## src/rtl/fetch_unit.sv

```systemverilog
//==============================================================================
// Module   : fetch_unit
// Purpose  : Multi-cycle instruction fetch stage. It owns the program counter,
//            fetches one word per instruction over a req/valid handshake, holds
//            the word for the decoder, and selects the next PC from the
//            decoder's control outputs and the ALU zero flag.
//            The loop is FETCH -> WAIT -> ISSUE and is not pipelined.
// Ports    : clk, rst                    clock, synchronous active-high reset
//            imem_addr/imem_req          fetch address and request strobe
//            imem_rdata/imem_valid       memory response
//            instr/instr_valid           word held for the decoder
//            advance                     decoder done; next-PC inputs valid
//            pcSrcCtrl, bneCtrl, zero,
//            jAddr, imm, jr_target       next-PC selection inputs
//            pc, pc_plus4                current PC and PC+4 (link value)
//            fetch_err                   one-cycle fetch timeout pulse
// Options  : FETCH_TIMEOUT_EN  - when defined, a fetch with no response for
//            TIMEOUT WAIT cycles is re-issued and fetch_err pulses.
// Revision : 1.0  initial release
//==============================================================================
`default_nettype none

module fetch_unit #(
  parameter logic [31:0] RESET_PC = 32'h0000_0000,
  parameter int          TIMEOUT  = 16
) (
  input  logic        clk,
  input  logic        rst,
  output logic [31:0] imem_addr,
  output logic        imem_req,
  input  logic [31:0] imem_rdata,
  input  logic        imem_valid,
  output logic [31:0] instr,
  output logic        instr_valid,
  input  logic        advance,
  input  logic [1:0]  pcSrcCtrl,
  input  logic        bneCtrl,
  input  logic        zero,
  input  logic [25:0] jAddr,
  input  logic [31:0] imm,
  input  logic [31:0] jr_target,
  output logic [31:0] pc,
  output logic [31:0] pc_plus4,
  output logic        fetch_err
);

  localparam logic [1:0] S_FETCH = 2'd0;
  localparam logic [1:0] S_WAIT  = 2'd1;
  localparam logic [1:0] S_ISSUE = 2'd2;

  localparam logic [1:0] SRC_SEQ    = 2'd0;
  localparam logic [1:0] SRC_JUMP   = 2'd1;
  localparam logic [1:0] SRC_JR     = 2'd2;
  localparam logic [1:0] SRC_BRANCH = 2'd3;

  logic [1:0]  state_q, state_d;
  logic [31:0] pc_q, pc_d;
  logic [31:0] instr_q, instr_d;
  logic        instr_valid_q, instr_valid_d;

  logic [31:0] pc_plus4_w;
  logic [31:0] branch_tgt_w;
  logic        taken_w;
  logic [31:0] next_pc_w;
  logic        timeout_hit_w;

  // imm[31:30] fall off the word-offset shift; JR targets are forced aligned.
  logic w_unused_bits;
  assign w_unused_bits = ^{imm[31:30], jr_target[1:0]};

  //--------------------------------------------------------------------------
  // Next-PC selection
  //--------------------------------------------------------------------------
  assign pc_plus4_w   = pc_q + 32'd4;
  assign branch_tgt_w = pc_plus4_w + {imm[29:0], 2'b00};
  assign taken_w      = zero ^ bneCtrl;

  always_comb begin
    next_pc_w = pc_plus4_w;
    case (pcSrcCtrl)
      SRC_SEQ:    next_pc_w = pc_plus4_w;
      SRC_JUMP:   next_pc_w = {pc_plus4_w[31:28], jAddr, 2'b00};
      SRC_JR:     next_pc_w = {jr_target[31:2], 2'b00};
      SRC_BRANCH: next_pc_w = taken_w ? branch_tgt_w : pc_plus4_w;
      default:    next_pc_w = pc_plus4_w;
    endcase
  end

  //--------------------------------------------------------------------------
  // Optional fetch timeout
  //--------------------------------------------------------------------------
`ifdef FETCH_TIMEOUT_EN
  localparam int CW = $clog2(TIMEOUT + 1);

  logic [CW-1:0] cnt_q, cnt_d;
  logic          fetch_err_q;

  // A response in the cycle the count would reach TIMEOUT takes priority.
  assign timeout_hit_w = (state_q == S_WAIT) && !imem_valid &&
                         (cnt_q == CW'(TIMEOUT - 1));

  always_comb begin
    cnt_d = cnt_q;
    if (state_q == S_FETCH) begin
      cnt_d = '0;
    end else if (state_q == S_WAIT && !imem_valid) begin
      cnt_d = timeout_hit_w ? '0 : cnt_q + 1'b1;
    end
  end

  // Registered so the pulse coincides with the re-issued request.
  always_ff @(posedge clk) begin
    if (rst) begin
      cnt_q       <= '0;
      fetch_err_q <= 1'b0;
    end else begin
      cnt_q       <= cnt_d;
      fetch_err_q <= timeout_hit_w;
    end
  end

  assign fetch_err = fetch_err_q;
`else
  logic w_unused_timeout;
  assign w_unused_timeout = (TIMEOUT > 0);
  assign timeout_hit_w    = 1'b0;
  assign fetch_err        = 1'b0;
`endif

  //--------------------------------------------------------------------------
  // Fetch/issue control
  //--------------------------------------------------------------------------
  always_comb begin
    state_d       = state_q;
    pc_d          = pc_q;
    instr_d       = instr_q;
    instr_valid_d = instr_valid_q;
    case (state_q)
      S_FETCH: begin
        // Any response in this cycle belongs to no request and is dropped.
        state_d = S_WAIT;
      end
      S_WAIT: begin
        if (imem_valid) begin
          instr_d       = imem_rdata;
          instr_valid_d = 1'b1;
          state_d       = S_ISSUE;
        end else if (timeout_hit_w) begin
          state_d = S_FETCH;
        end
      end
      S_ISSUE: begin
        if (advance) begin
          pc_d          = next_pc_w;
          instr_valid_d = 1'b0;
          state_d       = S_FETCH;
        end
      end
      default: begin
        state_d = S_FETCH;
      end
    endcase
  end

  always_ff @(posedge clk) begin
    if (rst) begin
      state_q       <= S_FETCH;
      pc_q          <= {RESET_PC[31:2], 2'b00};
      instr_q       <= 32'h0;
      instr_valid_q <= 1'b0;
    end else begin
      state_q       <= state_d;
      pc_q          <= pc_d;
      instr_q       <= instr_d;
      instr_valid_q <= instr_valid_d;
    end
  end

  // Request is suppressed while reset is held so no fetch escapes reset.
  assign imem_req    = (state_q == S_FETCH) && !rst;
  assign imem_addr   = pc_q;
  assign instr       = instr_q;
  assign instr_valid = instr_valid_q;
  assign pc          = pc_q;
  assign pc_plus4    = pc_plus4_w;

endmodule

`default_nettype wire

```

## config.mk

```make
export PLATFORM = sky130hd
export DESIGN_NAME = fetch_unit
export DESIGN_NICKNAME = d
export VERILOG_FILES = /design/src/rtl/fetch_unit.sv
export SDC_FILE = /design/constraint.sdc
export NUM_CORES = 1
export LEC_CHECK = 0
export ABC_CLOCK_PERIOD_IN_PS = 10700
export BUFFER_PORTS_ARGS = -buffer_cell sky130_fd_sc_hd__buf_2
export CORE_UTILIZATION = 52
export CTS_CLUSTER_SIZE = 10
export DETAILED_ROUTE_END_ITERATION = 12
export PLACE_DENSITY_LB_ADDON = 0.15
export SLEW_MARGIN = 20
export SYNTH_ARGS = -nofsm -noshare
export SYNTH_HDL_FRONTEND = slang
export SYNTH_SLANG_ARGS = --single-unit
```

## constraint.sdc

```tcl
create_clock -name clk -period 10.7 [get_ports clk]
set_clock_uncertainty 0.15 [all_clocks]
set_input_delay 1.605 -clock clk [delete_from_list [all_inputs] [get_ports clk]]
set_output_delay 1.605 -clock clk [all_outputs]
set_load 0.02 [all_outputs]
```

==> results of run 1 <==
final cells by class:
cell class,count,area share (%)
clock buffer,10,1.81
clock inverter,6,0.640
inverter,19,1.01
multi-input combinational,653,57.0
sequential,65,18.5
tap,140,2.49
timing repair buffer,257,18.6
Yosys cell counts (all sizes together), types with 6 or more instances:
master	instances	area share, %
a211oi	11	1.4
a21o	16	2.1
a21oi	85	7.4
a221oi	7	1.1
a22oi	6	0.78
a31oi	10	1.1
and3	12	1.3
buf	40	5.0
clkbuf	37	2.4
dfxtp	65	22
ha	34	7.4
inv	18	1.2
nand2	133	8.6
nand2b	6	0.65
nand3	19	1.6
nand4	7	0.76
nor2	76	4.9
nor2b	7	0.76
nor3	15	1.4
o21a	6	0.78
o21ai	47	4.1
o21bai	6	0.78
o22ai	12	1.3
xnor2	28	4.2
xor2	25	3.8
through the flow:
stage	power [W]	area [µm²]	util [%]	hold WS, ns
CTS	0.000633	7040	64.9	0.304
global route	0.000663	7040	64.9	0.317
floorplan	0.000380	5810	-	0.316
finish	0.000633	7040	64.9	0.302
global placement	0.000440	6860	63.3	0.289
detailed placement	0.000441	6860	63.3	0.293
cells by family (layout without fill, tap and decap cells):
| group | after synthesis | after routing | synth area share (%) |
|---|---|---|---|
| and+or+nand+nor | 305 | 305 | 24.0 |
| AOI/OAI and AO/OA | 245 | 245 | 26.8 |
| buffers and inverters | 96 | 292 | 8.65 |
| DFF | 65 | 65 | 22.5 |
| xor gates and xnor gates | 53 | 53 | 8.03 |
| adders and majority gates | 35 | 35 | 7.70 |
| muxes | 8 | 8 | 2.27 |
| other | 1 | 7 | 0.0648 |
flip-flops by register name, summed over array words and instances (netlist names):
register / cells
instr_valid: 1
imem_addr: 30
instr: 32
state_q: 2
power by group through the flow:
stage / combinational, W / sequential, W / clock (W)
finish: 0.000179 / 0.000259 / 0.000195
global route: 0.000195 / 0.000260 / 0.000208
CTS: 0.000177 / 0.000259 / 0.000197
detailed placement: 0.000176 / 0.000265 / 0
global placement: 0.000175 / 0.000264 / 0
floorplan: 0.000106 / 0.000274 / 0
final timing paths:
check | startpoint | to | slack, ns | cells past startpoint
worst min register to register | instr[5]$_SDFFE_PP0P_ | instr[5]$_SDFFE_PP0P_ | 0.30 | 2
worst max-delay path | imem_addr[8]$_SDFFE_PP0P_ | pc_plus4[25] | 6.08 | 7
worst max register to register | imem_addr[8]$_SDFFE_PP0P_ | imem_addr[22]$_SDFFE_PP0P_ | 6.18 | 17
worst min-delay path | instr[5]$_SDFFE_PP0P_ | instr[5]$_SDFFE_PP0P_ | 0.30 | 2
worst register-to-register path: stages (launching register included):
cell	delay, ns
dfxtp_1	0.49
and4_1	0.32
nor3b_2	0.30
nand2_1	0.23
nor2_1	0.28
nand3_1	0.13
xor2_1	0.20
inv_2	0.07
ha_1	0.36
a21oi_1	0.21
o21ai_1	0.14
or3_1	0.36
nor3b_1	0.30
nor4_1	0.12
o21a_1	0.18
o31ai_1	0.22
o21ai_0	0.14
a211oi_1	0.24
metal layers:
metal	global-route usage (%)	vias up	wire length, µm	share of wire (%)
li1	-	3256	-	-
met1	44.6	3038	8590	44
met2	55.7	354	9110	46
met3	5.27	35	1620	8.2
met4	9.59	0	421	2.1
met5	0	-	0	0
==> flow_summary_export.csv, run 1 <==
group,metric,value,unit
layout,area_growth,21.7,%
power,internal_power,0.000404,W
worst_setup_path,required,8.95,ns
cts,postCtsResizedCells,0,
power,seq_power_share,40.9,%
layout,n_antenna_cell,0,
cts,cts_setup_buffers,0,
run_status,status,"complete, no violations",
drt,wl_per_cell,17.2,µm
timing,tightest_slew,0.951,ns
timing,hold_violations,0,
worst_setup_path,cp_slowest_stage_delay,0.49,ns
synthesis,yosysUniqueCellTypes,70,
layout,instances_no_fill,1150,
layout,drive_gt1_share,28.7,%
drt,drtPass1Iterations,7,
cts,cts_root_buf,"clkbuf_8",
die,fp.dieW,107,µm
place,dp_hpwl,14.5,mm
cts,clk_latency,0.35,ns
timing,fmax,216,MHz
place,dp_cells,1134,
synthesis,ys_ff_latch,65,
global_route,overflow,0,
cts,clkSinkCount,65,
global_route,grt_max_degree,68,
worst_hold_path,hold_path_class,"reg2reg",
worst_setup_path,cp.buffers_inverters,1,
worst_setup_path,worst-endpoint-arrival,2.87,ns
place,dp_slack,5.89,ns
power,power_switching,0.000229,W
drt,vias,6683,
timing,rsz0062_at_grt,"false",
timing,period_minus_slack,4.62,ns
cts,cts_tree,"built",
synthesis,async_flop_share,0,%
timing,slew_headroom,36.6,%
layout,fillers,1019,
run,cap_viol_max_count,0,
drt,routed_wl,19.7,mm
cts,ctsLongestPathBuffers,2,
layout,seq_area,1300,µm²
die,start_util,53.4,%
layout,multiInputGateArea,4010,µm²
worst_setup_path,critPathKind,"reg2out",
power,ir_worst_vdd,66.0,µV
worst_setup_path,crit_slowest_cell,"dfxtp_1",
worst_setup_path,start_kind,"register",
synthesis,synth-seq-area-share,22.5,%
global_route,grt_pass1_wl,30.0,mm
die,ios,261,
die,coreArea,10800,µm²
cts,htree_levels,3,
synthesis,synth_edf_count,0,
die,rows,38,
cts,hold_buffers,0,
drt,drt_iter0_drc,543,
layout,final_common_cell,"buf_2",
cts,clk_pin_slew_worst_paths,0.08,ns
power,combinationalPowerShare,28.2,%
timing,slew_viol_final,0,
place,port-buffer-count,249,
global_route,track_usage,33.5,%
power,leakagePower,3.49,nW
global_route,grt_pass1_vias,5803,
layout,final_nets,1170,
synthesis,syn_area_per_cell,7.16,µm²
power,pwr-share-clk,30.8,%
timing,fin_crit_sh,43.2,%
worst_setup_path,path_delay_family,"simple AND/OR/NAND/NOR gates",
timing,fin_ws,6.08,ns
timing,setup_tns,0,ns
synthesis,ys.flop_type,"dfxtp_1",
worst_setup_path,path_cells,"and4_1 > nor3b_2 > nand2_1 > nor2_1 > and3_1 > xor2_1 > buf_2",
power,power_per_cell_area,90.0,nW/µm²
drt,viasPerCell,5.81,
synthesis,postSynthCellCount,808,
drt,drc,0,
drt,detail-route-antenna-nets,0,
global_route,antenna_found_initial,0,
die,dieArea,11500,µm²
synthesis,ys.warnings.count,0,
worst_setup_path,endpoint_kind,"output port",
worst_setup_path,path_max_fanout,7,
cts,cts_buffers,9,
layout,layout_common_cells,"buf_2 (249), nand2_1 (133), a21oi_1 (85)",
die,die_y,107,µm
place,gp_congestion,0.912,
power,p_sw_share,36.2,%
synthesis,netlist_area,5780,µm²
timing,final-setup-viol-count,0,
Note: power is estimated with default switching activity, not from simulation.
==> inputs of run 2 (changes only) <==
ABC_CLOCK_PERIOD_IN_PS = 4600   (was 10700)
CORE_UTILIZATION = 49   (was 52)
clock period = 4.6 ns   (was 10.7 ns; I/O delays follow)
==> flow_summary_export.csv, run 2 (synthesized netlist as in run 1, its figures left out) <==
group,metric,value,unit
worst_setup_path,endpoint_kind,"register",
drt,detail-route-antenna-nets,0,
place,port-buffer-count,249,
timing,hold_violations,0,
die,fp.dieW,111,µm
layout,drive_gt1_share,30.1,%
timing,slew_headroom,46.4,%
worst_setup_path,cp-startpoint,"imem_addr[2]$_SDFFE_PP0P_",
drt,viasPerCell,5.80,
layout,fillers,1111,
cts,cts_tree,"built",
worst_setup_path,required,4.72,ns
timing,slew_viol_final,0,
global_route,grt_pass1_vias,6096,
timing,final-setup-viol-count,0,
global_route,grt_pass1_wl,32.0,mm
power,ir_worst_vdd,209,µV
layout,layout_common_cells,"buf_2 (249), nand2_1 (133), a21oi_1 (85)",
global_route,antenna_found_initial,0,
cts,cts_root_buf,"clkbuf_16",
cts,cts_setup_buffers,0,
drt,wl_per_cell,17.6,µm
place,dp_hpwl,15.5,mm
timing,period_minus_slack,4.34,ns
worst_setup_path,start_kind,"register",
drt,vias,6767,
worst_setup_path,worst-endpoint-arrival,4.46,ns
timing,fmax,230,MHz
worst_setup_path,critPathKind,"reg2reg",
drt,routed_wl,20.5,mm
layout,largest_reg_flops,32,
die,coreArea,11500,µm²
cts,htree_levels,3,
cts,clk_latency,0.34,ns
die,ios,261,
worst_setup_path,path_max_fanout,8,
worst_setup_path,ff2ff_setup_slack,0.26,ns
die,rows,39,
die,start_util,50.4,%
cts,clkSinkCount,65,
timing,tightest_slew,0.804,ns
layout,final_common_cell,"buf_2",
run,cap_viol_max_count,0,
worst_setup_path,worstReg2RegEnd,"imem_addr[27]$_SDFFE_PP0P_",
layout,n_antenna_cell,0,
die,dieArea,12200,µm²
timing,fin_ws,0.261,ns
power,power.total,0.00175,W
drt,drtPass1Iterations,7,
global_route,track_usage,32.7,%
layout,area_growth,26.1,%
worst_setup_path,r2r-start,"imem_addr[2]$_SDFFE_PP0P_",
global_route,grt_max_degree,36,
layout,final_nets,1184,
layout,final_util,63.6,%
worst_setup_path,crit_end,"imem_addr[27]$_SDFFE_PP0P_",
place,dp_slack,0.231,ns
worst_hold_path,hold_path_class,"reg2reg",
run_status,status,"complete, no violations",
power,power_per_cell_area,240,nW/µm²
cts,cts_buffers,9,
drt,drt_iter0_drc,551,
timing,setup_tns,0,ns
timing,rsz0062_at_grt,"false",
global_route,overflow,0,
die,die_y,111,µm
drt,drc,0,
cts,clk_pin_slew_worst_paths,0.07,ns
power,leakagePower,3.66,nW
cts,ctsLongestPathBuffers,2,
worst_setup_path,rr_worst_depth,15,
timing,fin_crit_sh,94.3,%
place,gp_congestion,0.968,
## run 2: cell count changes in the layout (fill, tap and decap cells not counted), moves of 2 or more
cell and change:
clkbuf_16 +9, clkinvlp_4 -3, buf_4 +14, clkbuf_8 -9, inv_6 +2
## run 2: per-stage QoR
stage | cell area [µm²] | hold slack (ns) | instances
2_1_floorplan | 5810 | 0.316 | 814
3_3_place_gp | 6970 | 0.289 | 1151
3_5_place_dp | 6970 | 0.293 | 1151
4_1_cts | 7280 | 0.302 | 1167
5_1_grt | 7290 | 0.316 | 1167
6_report | 7290 | 0.299 | 1167
## run 2: how the worst min path moves through the flow
stage                                 start                       to  slack (ns)  cells after the start
CTS                  instr[18]$_SDFFE_PP0P_   instr[18]$_SDFFE_PP0P_        0.30                      2
global placement      instr[7]$_SDFFE_PP0P_    instr[7]$_SDFFE_PP0P_        0.29                      2
finish               instr[31]$_SDFFE_PP0P_   instr[31]$_SDFFE_PP0P_        0.30                      2
global route          instr[4]$_SDFFE_PP0P_    instr[4]$_SDFFE_PP0P_        0.32                      2
floorplan           state_q[1]$_SDFFE_PP0P_  state_q[0]$_SDFFE_PP0P_        0.32                      1
detailed placement    instr[4]$_SDFFE_PP0P_    instr[4]$_SDFFE_PP0P_        0.29                      2
## run 2: cell type report
cell class | instances | area, µm² | area share (%)
Inverter | 19 | 71.3 | 0.978
Sequential cell | 65 | 1300 | 17.9
Tap cell | 143 | 179 | 2.45
Clock buffer | 9 | 225 | 3.09
Clock inverter | 7 | 78.8 | 1.08
Multi-Input combinational cell | 653 | 4020 | 55.2
Timing Repair Buffer | 271 | 1410 | 19.4
## run 2: what timing repair did
| action | 4_1_cts | 5_1_grt |
|---|---|---|
| endpoints found under the setup margin | 0 | 3 |
| hold buffers | 0 | 0 |
| resized for setup | 0 | 4 |
## run 2: worst max-delay path: stages (launching register included)
cell	delay, ns
dfxtp_1	0.50
ha_1	0.27
and4_1	0.30
and3_1	0.28
nand3_1	0.12
xnor2_1	0.31
ha_1	0.38
a21oi_1	0.23
o21ai_1	0.11
o41a_1	0.35
a31oi_1	0.18
o31a_1	0.32
o21ai_1	0.14
a2111oi_0	0.42
nor2_1	0.09
a21oi_1	0.12
## run 2: per-layer routing
layer  global-route usage [%]  vias to the layer above  share of wire (%)
met5                        0                        -                  0
met4                     13.9                        0                2.8
met3                     5.19                       53                9.4
met2                     51.7                      377                 45
met1                     44.1                     3052                 43
li1                         -                     3285                  -
## run 2: where the power goes
group	leakage [nW]	total [W]	switching, W	internal, W
combinational	2.98	0.000427	0.000263	0.000164
sequential	0.528	0.000602	0.0000182	0.000584
clock	0.150	0.000719	0.000294	0.000426
total	3.66	0.00175	0.000574	0.00117
==> inputs of run 3 (changes only) <==
PLACE_DENSITY = 0.93   (was default)
PLACE_DENSITY_LB_ADDON = default   (was 0.15)
==> flow_summary_export.csv, run 3 (synthesized netlist as in run 1, its figures left out) <==
group,metric,value,unit
layout,layout_common_cells,"buf_2 (249), nand2_1 (133), a21oi_1 (85)",
worst_setup_path,cp_slowest_stage_delay,0.44,ns
layout,largest_reg_flops,32,
timing,period_minus_slack,4.27,ns
layout,area_growth,27.0,%
power,p_sw_share,30.0,%
layout,drive_gt1_share,30.0,%
cts,htree_levels,3,
layout,fillers,1027,
timing,fin_crit_sh,92.9,%
cts,clkSinkCount,65,
cts,hold_buffers,0,
drt,wl_per_cell,17.8,µm
drt,viasPerCell,6.03,
power,internal_power,0.00128,W
worst_setup_path,required,4.68,ns
worst_setup_path,r2r-start,"imem_addr[8]$_SDFFE_PP0P_",
global_route,grt_pass1_wl,32.4,mm
worst_setup_path,ff2ff_setup_slack,0.33,ns
global_route,track_usage,32.9,%
place,port-buffer-count,249,
timing,tightest_slew,0.759,ns
worst_setup_path,endpoint_kind,"register",
worst_setup_path,path_delay_family,"simple AND/OR/NAND/NOR gates",
place,dp_hpwl,16.3,mm
die,fp.dieW,111,µm
run,cap_viol_max_count,0,
worst_setup_path,worst-endpoint-arrival,4.35,ns
global_route,overflow,0,
timing,rsz0062_at_grt,"false",
power,power.total,0.00183,W
global_route,grt_max_degree,40,
die,coreArea,11500,µm²
layout,final_common_cell,"buf_2",
power,pwr-share-clk,43.6,%
worst_setup_path,path_cells,"and4_1 > nor3b_4 > nand2_1 > nor2_1 > nand3_1 > xor2_1 > inv_2 > ha_1 > a21oi_1 > o21ai_1 > or3_1 > nor3b_2 > nor4_1 > o21a_1 > o31ai_1 > o21ai_0 > a211oi_1",
global_route,antenna_found_initial,0,
power,seq_power_share,33.0,%
timing,slew_viol_final,0,
die,start_util,50.4,%
cts,cts_buffers,9,
worst_setup_path,path_max_fanout,7,
drt,drtPass1Iterations,8,
power,combinationalPowerShare,23.4,%
cts,cts_setup_buffers,0,
worst_hold_path,hold_end,"instr[10]$_SDFFE_PP0P_",
worst_setup_path,critPathKind,"reg2reg",
power,power_per_cell_area,250,nW/µm²
drt,routed_wl,20.8,mm
cts,cts_root_buf,"clkbuf_16",
timing,final-setup-viol-count,0,
drt,detail-route-antenna-nets,0,
place,gp_congestion,1.00,
cts,cts_tree,"built",
cts,clk_pin_slew_worst_paths,0.06,ns
timing,hold_violations,0,
die,dieArea,12200,µm²
worst_hold_path,min_from,"instr[10]$_SDFFE_PP0P_",
worst_setup_path,crit_slowest_cell,"dfxtp_1",
worst_setup_path,rr_worst_depth,17,
timing,slew_headroom,49.2,%
worst_setup_path,start_kind,"register",
power,leakagePower,3.68,nW
global_route,grt_pass1_vias,6346,
cts,ctsLongestPathBuffers,2,
layout,final_nets,1185,
worst_setup_path,cp-startpoint,"imem_addr[8]$_SDFFE_PP0P_",
worst_hold_path,hold_path_depth,2,
worst_setup_path,worstReg2RegEnd,"imem_addr[22]$_SDFFE_PP0P_",
power,power_switching,0.000551,W
drt,drt_iter0_drc,803,
power,ir_worst_vdd,235,µV
worst_setup_path,cp.buffers_inverters,1,
die,ios,261,
die,die_y,111,µm
run_status,status,"complete, no violations",
cts,clk_latency,0.32,ns
layout,n_antenna_cell,0,
worst_hold_path,hold_path_class,"reg2reg",
timing,setup_tns,0,ns
die,rows,39,
drt,vias,7038,
drt,drc,0,
timing,fmax,234,MHz
==> run 3: repair_timing <==
action / 4_1_cts / 5_1_grt
endpoints found under the hold margin: 0 / 0
endpoints found under the setup margin: 0 / 2
resized for setup: 0 / 3
==> run 3: per-stage QoR <==
step	hold slack, ns	setup WS (ns)	utilization [%]	area (µm²)	instances
floorplan	0.316	0.450	-	5810	814
global placement	0.289	0.467	60.9	6980	1152
detailed placement	0.293	0.321	60.9	6990	1152
CTS	0.300	0.290	64.0	7340	1168
global route	0.315	0.00762	64.1	7350	1168
finish	0.302	0.328	64.1	7350	1168
==> run 3: power by group through the flow <==
| stage | sequential [W] | combinational, W | clock (W) |
|---|---|---|---|
| after floorplan | 0.000637 | 0.000248 | 0 |
| after detailed placement | 0.000617 | 0.000418 | 0 |
| after global routing | 0.000607 | 0.000461 | 0.000834 |
| after global placement | 0.000615 | 0.000410 | 0 |
| after CTS | 0.000604 | 0.000419 | 0.000806 |
| final | 0.000605 | 0.000429 | 0.000800 |
==> run 3: worst max-delay path by stage <==
stage | to | slack [ns] | cells past startpoint
after floorplan | imem_addr[27]$_SDFFE_PP0P_ | 0.45 | 16
after global placement | imem_addr[22]$_SDFFE_PP0P_ | 0.47 | 17
after detailed placement | imem_addr[22]$_SDFFE_PP0P_ | 0.32 | 17
after CTS | imem_addr[22]$_SDFFE_PP0P_ | 0.29 | 17
after global routing | imem_addr[22]$_SDFFE_PP0P_ | 0.008 | 17
final | imem_addr[22]$_SDFFE_PP0P_ | 0.33 | 17
==> run 3: cell type report <==
cell class | count | area [µm²] | share of cell area (%)
tap | 143 | 179 | 2.43
inverter | 19 | 71.3 | 0.971
timing repair buffer | 272 | 1420 | 19.3
multi-input combinational | 653 | 4030 | 54.8
clock inverter | 7 | 125 | 1.70
sequential | 65 | 1300 | 17.7
clock buffer | 9 | 225 | 3.06
==> run 3: worst reg2reg max path, cell delays in order, from the launching register on <==
cell and delay, ns:
dfxtp_1 0.44, and4_1 0.30, nor3b_4 0.26, nand2_1 0.10, nor2_1 0.26, nand3_1 0.13
xor2_1 0.21, inv_2 0.08, ha_1 0.37, a21oi_1 0.22, o21ai_1 0.14, or3_1 0.38
nor3b_2 0.22, nor4_1 0.09, o21a_1 0.17, o31ai_1 0.25, o21ai_0 0.14, a211oi_1 0.27
==> run 3: layer usage <==
metal  GRT usage [%]  up-vias  wire (µm)
met5               0        -          0
met4            13.3        0        889
met3            5.74       77       2090
met2            56.5      481       9970
met1            40.5     3202       7840
li1                -     3278          -
